File: src/rtl/sram_wait_responder.sv
// Word-addressed RAM responder that stretches each Mem_OE/Mem_WE access by WAIT_CYCLES
// wait states and reports completion with a one-cycle Ready pulse. Optional SRAM_RESP_WPROT_EN.
module sram_wait_responder #(
  parameter int unsigned ADDR_W      = 8,
  parameter int unsigned DATA_W      = 16,
  parameter int unsigned WAIT_CYCLES = 2,
  parameter int unsigned WPROT_LIMIT = 16
) (
  input  logic              Clk,
  input  logic              Reset,
  input  logic              Mem_OE,
  input  logic              Mem_WE,
  input  logic [ADDR_W-1:0] ADDR,
  input  logic [DATA_W-1:0] Data_to_SRAM,
  output logic [DATA_W-1:0] Data_from_SRAM,
  output logic              Ready,
  output logic              Busy,
  output logic              Err
);

  localparam logic [3:0] CntInit = 4'(WAIT_CYCLES - 1);

`ifdef SRAM_RESP_WPROT_EN
  localparam bit WprotEn = 1'b1;
`else
  localparam bit WprotEn = 1'b0;
`endif

  typedef enum logic [1:0] {StIdle, StRdWait, StWrWait, StHold} state_e;

  state_e            state_q, state_d;
  logic [3:0]        cnt_q, cnt_d;
  logic [ADDR_W-1:0] addr_q, addr_d;
  logic [DATA_W-1:0] data_q, data_d;
  logic [DATA_W-1:0] rdata_q, rdata_d;
  logic              ready_q, ready_d;
  logic              err_q, err_d;
  logic              mem_we;
  logic              wprot_hit;

  logic [DATA_W-1:0] mem_q [2**ADDR_W];

  // With protection disabled this folds to 0, so Err is constant low.
  assign wprot_hit = WprotEn && (32'(addr_q) < WPROT_LIMIT);

  always_ff @(posedge Clk) begin
    if (Reset) begin
      state_q <= StIdle;
      cnt_q   <= '0;
      addr_q  <= '0;
      data_q  <= '0;
      rdata_q <= '0;
      ready_q <= 1'b0;
      err_q   <= 1'b0;
    end else begin
      state_q <= state_d;
      cnt_q   <= cnt_d;
      addr_q  <= addr_d;
      data_q  <= data_d;
      rdata_q <= rdata_d;
      ready_q <= ready_d;
      err_q   <= err_d;
    end
  end

  // Array is deliberately left out of reset; a reset mid-write must not commit.
  always_ff @(posedge Clk) begin
    if (mem_we && !Reset) begin
      mem_q[addr_q] <= data_q;
    end
  end

  always_comb begin
    state_d = state_q;
    unique case (state_q)
      StIdle: begin
        if (Mem_WE) begin
          state_d = StWrWait;
        end else if (Mem_OE) begin
          state_d = StRdWait;
        end
      end
      StRdWait: begin
        if (!Mem_OE) begin
          state_d = StIdle;
        end else if (cnt_q == 4'd0) begin
          state_d = StHold;
        end
      end
      StWrWait: begin
        if (!Mem_WE) begin
          state_d = StIdle;
        end else if (cnt_q == 4'd0) begin
          state_d = StHold;
        end
      end
      StHold: begin
        if (!Mem_OE && !Mem_WE) begin
          state_d = StIdle;
        end
      end
      default: state_d = StIdle;
    endcase
  end

  always_comb begin
    cnt_d   = cnt_q;
    addr_d  = addr_q;
    data_d  = data_q;
    rdata_d = rdata_q;
    ready_d = 1'b0;
    err_d   = 1'b0;
    mem_we  = 1'b0;
    unique case (state_q)
      StIdle: begin
        if (Mem_WE) begin
          addr_d = ADDR;
          data_d = Data_to_SRAM;
          cnt_d  = CntInit;
        end else if (Mem_OE) begin
          addr_d = ADDR;
          cnt_d  = CntInit;
        end
      end
      StRdWait: begin
        if (Mem_OE) begin
          if (cnt_q == 4'd0) begin
            rdata_d = mem_q[addr_q];
            ready_d = 1'b1;
          end else begin
            cnt_d = cnt_q - 4'd1;
          end
        end
      end
      StWrWait: begin
        if (Mem_WE) begin
          if (cnt_q == 4'd0) begin
            ready_d = 1'b1;
            err_d   = wprot_hit;
            mem_we  = !wprot_hit;
          end else begin
            cnt_d = cnt_q - 4'd1;
          end
        end
      end
      StHold: ;
      default: ;
    endcase
  end

  assign Data_from_SRAM = rdata_q;
  assign Ready          = ready_q;
  assign Err            = err_q;
  assign Busy           = (state_q != StIdle);

endmodule

File: config.mk
export PLATFORM = sky130hd
export DESIGN_NAME = sram_wait_responder
export DESIGN_NICKNAME = d
export VERILOG_FILES = /design/src/rtl/sram_wait_responder.sv
export SDC_FILE = /design/constraint.sdc
export NUM_CORES = 2
export LEC_CHECK = 0
export ABC_CLOCK_PERIOD_IN_PS = 5500
export CORE_ASPECT_RATIO = 0.75
export CORE_UTILIZATION = 45
export DETAILED_ROUTE_END_ITERATION = 8
export DONT_BUFFER_PORTS = 1
export HOLD_SLACK_MARGIN = 0.12
export SYNTH_ARGS = -nofsm -noshare
export SYNTH_HDL_FRONTEND = slang
export SYNTH_SLANG_ARGS = --single-unit
export TNS_END_PERCENT = 20
File: constraint.sdc
create_clock -name Clk -period 5.5 [get_ports Clk]
set_input_delay 0.825 -clock Clk [delete_from_list [all_inputs] [get_ports Clk]]
set_output_delay 0.825 -clock Clk [all_outputs]
set_load 0.005 [all_outputs]
; ---- Word level (Yosys, flattened, before mapping)
; Memories as Yosys holds them, arrays and structs flattened. A register that Yosys moved wholly into a read port is not among the register bits.
; Index checks and enable logic that the tools add are counted.
[totals]
register_bits = 31
in_bits = 28
ramBits = 4096
n_memories = 1
output_inout_bits = 19
[mem_list]
columns = name, depth, word_bits, read_ports, rd_clocked_by_memory_dff, wr, line_no
row1 = mem_q, 256, 16, 1, 1, 1, 41  ; logic [DATA_W-1:0] mem_q [2**ADDR_W];
[classes]
reduce_logical = 15
n_addsub = 1
eq_ne = 7
muxes = 22
[ops]
columns = op, n
row1 = $mux 4, 5
row2 = $mux 8, 2
row3 = $mux 2, 6
row4 = $pmux 4 s3, 1
row5 = $pmux 2 s4, 1
row6 = $mux 1, 6
row7 = $ne 2x2->1 const B, 3
row8 = $reduce_and 2->1, 3
row9 = $eq 2x2->1 const B, 2
row10 = $logic_not 4->1, 1
row11 = $reduce_and 4->1, 1
row12 = $reduce_bool 2->1, 2
row13 = $sub 4x1->4 const B, 1
row14 = $logic_not 1->1, 3
row15 = $ne 3x3->1 const B, 1
row16 = $reduce_and 3->1, 1
row17 = $reduce_bool 3->1, 1
row18 = $eq 2x1->1 const B, 1
row19 = $logic_and 1x1->1, 2
row20 = $logic_not 2->1, 1
row21 = $pmux 1 s2, 1

; ---- Longest topological paths before layout
[depth]
depth_word = 7
ltp_mapped = 13
depth_no_buf = 9

; ---- Least setup slack after synthesis
; OpenSTA, ideal clock, no wires.
[synth_timing]
path_type = register -> register
startpoint = register data_q[0]
endpoint = memory mem_q[0][0], data pin
path_buffers = 0
setup_ps = 856
slack_ps = 1247
synth_period_minus_slack_ps = 4253
t_arrival_ps = 3397
t_required_ps = 4644
stages_incl_launch_ff = 1
path_cell_list = dfxtp_1
[synth_lines]
columns = item, line_no
row1 = from (decl), 34  ; logic [DATA_W-1:0] data_q, data_d;
row2 = from (signal assigned), 59  ; data_q <= data_d;
row3 = to (decl), 41
; No word-level cell before the write port.

==> impl_metrics.toml <==
[pwr]
p_int_mw = 55.7
p_per_area_nw_per_um2 = 425
p_leak_nw = 56.0
p_seq_share_pct = 48.0
p_switching_mw = 21.1
p_clk_share_pct = 34.4
p_comb_share_pct = 17.6
max-vdd-ir-drop_mv = 0.308
swShare_pct = 27.5

[finish]
multi_input_area_um2 = 33400
final_core_util_pct = 51.4
layout.nets = 7657
layout-drive-gt1-share_pct = 28.1
regArea_um2 = 124000
layout_commonest_cell = "edfxtp_1"
areaGrowthSynthToFinish_pct = 13.1
mostFrequentLayoutCells = "edfxtp_1, mux4_2, buf_4"
fillers = 27100

[timing]
slew_violations = 0
tns_ns = 0
fmax_mhz = 197
hold_viol = 0
fin_crit_ns = 5.07
worstMarginPinSlew_ns = 1.39
slew_headroom_pct = 7.58
finClkSkew_ns = 0.0558
rsz0062_at_grt = "no"
fin_crit_sh_pct = 92.2
setup_viol = 0

[worst_setup_path]
path_max_fanout = 39
start_kind = "flip-flop"
crit_arrival_ns = 5.87
endpoint_kind = "flip-flop"
path_class = "reg2reg"
required_ns = 6.30

[grt]
grt_pass1_vias = 77100
grt_pass1_wl_mm = 621
grt_max_degree = 193
antenna_found_initial = 27
grt_overflow = 0
grt_usage_pct = 24.8

[placed_design]
gp_congestion = 0.887
dp_hpwl_mm = 267
io_buffers = 0

[route]
ant_nets = 0
wl_per_cell_um = 35.4
viasPerCell = 6.28
drcViolationCount = 0
drt_pass1_iterations = 5
num_vias = 79100
drtIter0Drc = 11800
wl_mm = 445

[clock_network]
cts_resized = 0
post-cts-setup-buffer-count = 0
clockBufferDepth = 4
cts_made_buffers = 393
htree_levels = 5
cts_sinks = 4143
cts_tree = "yes"
cts_root_buffer = "clkbuf_16"
clk_latency_ns = 0.94
clk_pin_slew_ns = 0.06

[synthesis]
synth_top_area_share_pct = 77.1
synthTopCellsByArea = "edfxtp_1, mux4_2, mux2i_1, nor2_1, dfxtp_1"
ys_types = 68
async_reset_ff_share_pct = 0
ys_ff_latch = 4143
syn_nets = 7140
synthesis.area_um2 = 160000
synth_area_per_cell_um2 = 22.5
yosysWarnings = 0
ys.flop_type = "edfxtp_1"
ys_seq_area_share_pct = 77.7
synth_edf_count = 4096
synth_area_leader_cell = "edfxtp_1"
synth_cells = 7106

[flow_run]
maxCapViolCount = 0

[die]
fp.dieW_um = 690
die_h_um = 518
start_util_pct = 45.4
num_rows = 188
dieArea_um2 = 357000
io_pins = 47
core-area_um2 = 351000

[status]
outcome = "finished clean"

[worst_hold_path]
hold_path_class = "in2reg"
[per-layer routing]
layer  wire [µm]  GRT usage, %  vias to the layer above
met2      192000          35.0                     4526
met4       12100          6.14                        8
li1            -             -                    31200
met1      186000          37.9                    42700
met3       54700          7.19                      648
met5          46             0                        -
[power by group through the flow]
stage | sequential, mW | combinational, mW | clock (mW)
floorplan | 37.9 | 7.44 | 0
CTS | 36.8 | 13.4 | 26.8
global placement | 37.5 | 13.2 | 0
detailed placement | 37.5 | 13.3 | 0
finish | 36.8 | 13.5 | 26.4
global route | 36.8 | 14.0 | 27.9
[cell families (layout without fill, tap and decap cells)]
logic type                 after synthesis  count (layout)  synth area share (%)
adders and majority gates                6               6                0.0470
and+or+nand+nor                        672             672                  1.84
AOI/OAI and AO/OA                      482             482                  2.16
other                                    1               3               0.00235
DFF                                   4143            4143                  77.7
buffers and inverters                  429            1257                  1.55
muxes                                 1373            1373                  16.7
[per-stage QoR]
| step | worst slack, ns | instances | hold WS [ns] | area (µm²) | power [mW] |
|---|---|---|---|---|---|
| 2_1_floorplan | 1.25 | 7106 | 0.449 | 160000 | 45.4 |
| 3_3_place_gp | 0.467 | 11900 | 0.454 | 168000 | 50.6 |
| 3_5_place_dp | 0.451 | 11900 | 0.465 | 168000 | 50.8 |
| 4_1_cts | 0.448 | 12600 | 0.135 | 180000 | 77.0 |
| 5_1_grt | 0.360 | 12600 | 0.161 | 180000 | 78.7 |
| 6_report | 0.431 | 12600 | 0.181 | 180000 | 76.8 |
[worst max-delay path, cell delays in order (launching register included)]
cell	delay, ns
dfxtp_4	1.04
buf_4	0.77
nand4bb_1	0.55
o22ai_1	0.17
nor3_1	0.64
nand4_1	0.31
a2111oi_1	0.76
buf_4	0.27
o21a_1	0.22
o22ai_1	0.10
[worst paths after layout]
check | end | slack, ns | from | cells past startpoint
hold reg to reg | cnt_q[2] | 0.48 | cnt_q[2] | 2
hold / removal | Data_from_SRAM[13] | 0.18 | Reset | 3
setup / recovery | Data_from_SRAM[5] | 0.43 | addr_q[0] | 9
setup reg to reg | Data_from_SRAM[5] | 0.43 | addr_q[0] | 9
[synthesized netlist by cell type (7+ instances only)]
master,instances
a221oi_1,100
a31oi_1,7
o22ai_1,48
o211ai_1,14
dfxtp_1,47
buf_4,81
o221a_2,12
mux4_1,7
o21a_1,11
buf_1,25
o21ai_1,10
mux2_2,12
a22o_1,8
a22oi_1,81
o221ai_1,7
nor3_1,33
a21oi_1,55
nor2_1,328
mux2i_1,330
edfxtp_1,4096
a32oi_1,11
buf_6,41
a2111oi_0,10
buf_2,138
nand2_1,163
clkbuf_1,125
inv_1,11
nand3_1,56
nand4_1,30
nand2b_1,9
o21ai_0,76
mux4_2,1024
nor2b_1,21
[cell type report]
type	count	share of cell area (%)
clock buffers	481	5.74
clock inverters	225	1.06
inverters	13	0.0312
flip-flops and latches	4143	68.7
well taps	4655	3.23
diodes	2	0.00277
multi-input cells	2534	18.5
repair buffers	538	2.70
[sequential cells by signal (all words and copies together), names as in the netlist]
name and flops:
cnt_q 4, Data_from_SRAM 16, addr_q 8, state_q 2
mem_q 4096, Ready 1, data_q 16
[repair_timing]
| item | CTS | global route |
|---|---|---|
| endpoints found under the setup margin | 0 | 0 |
| hold buffers | 25 | 0 |
| hold endpoints to repair | 38 | 0 |
Power figures use the tool's default switching activity.
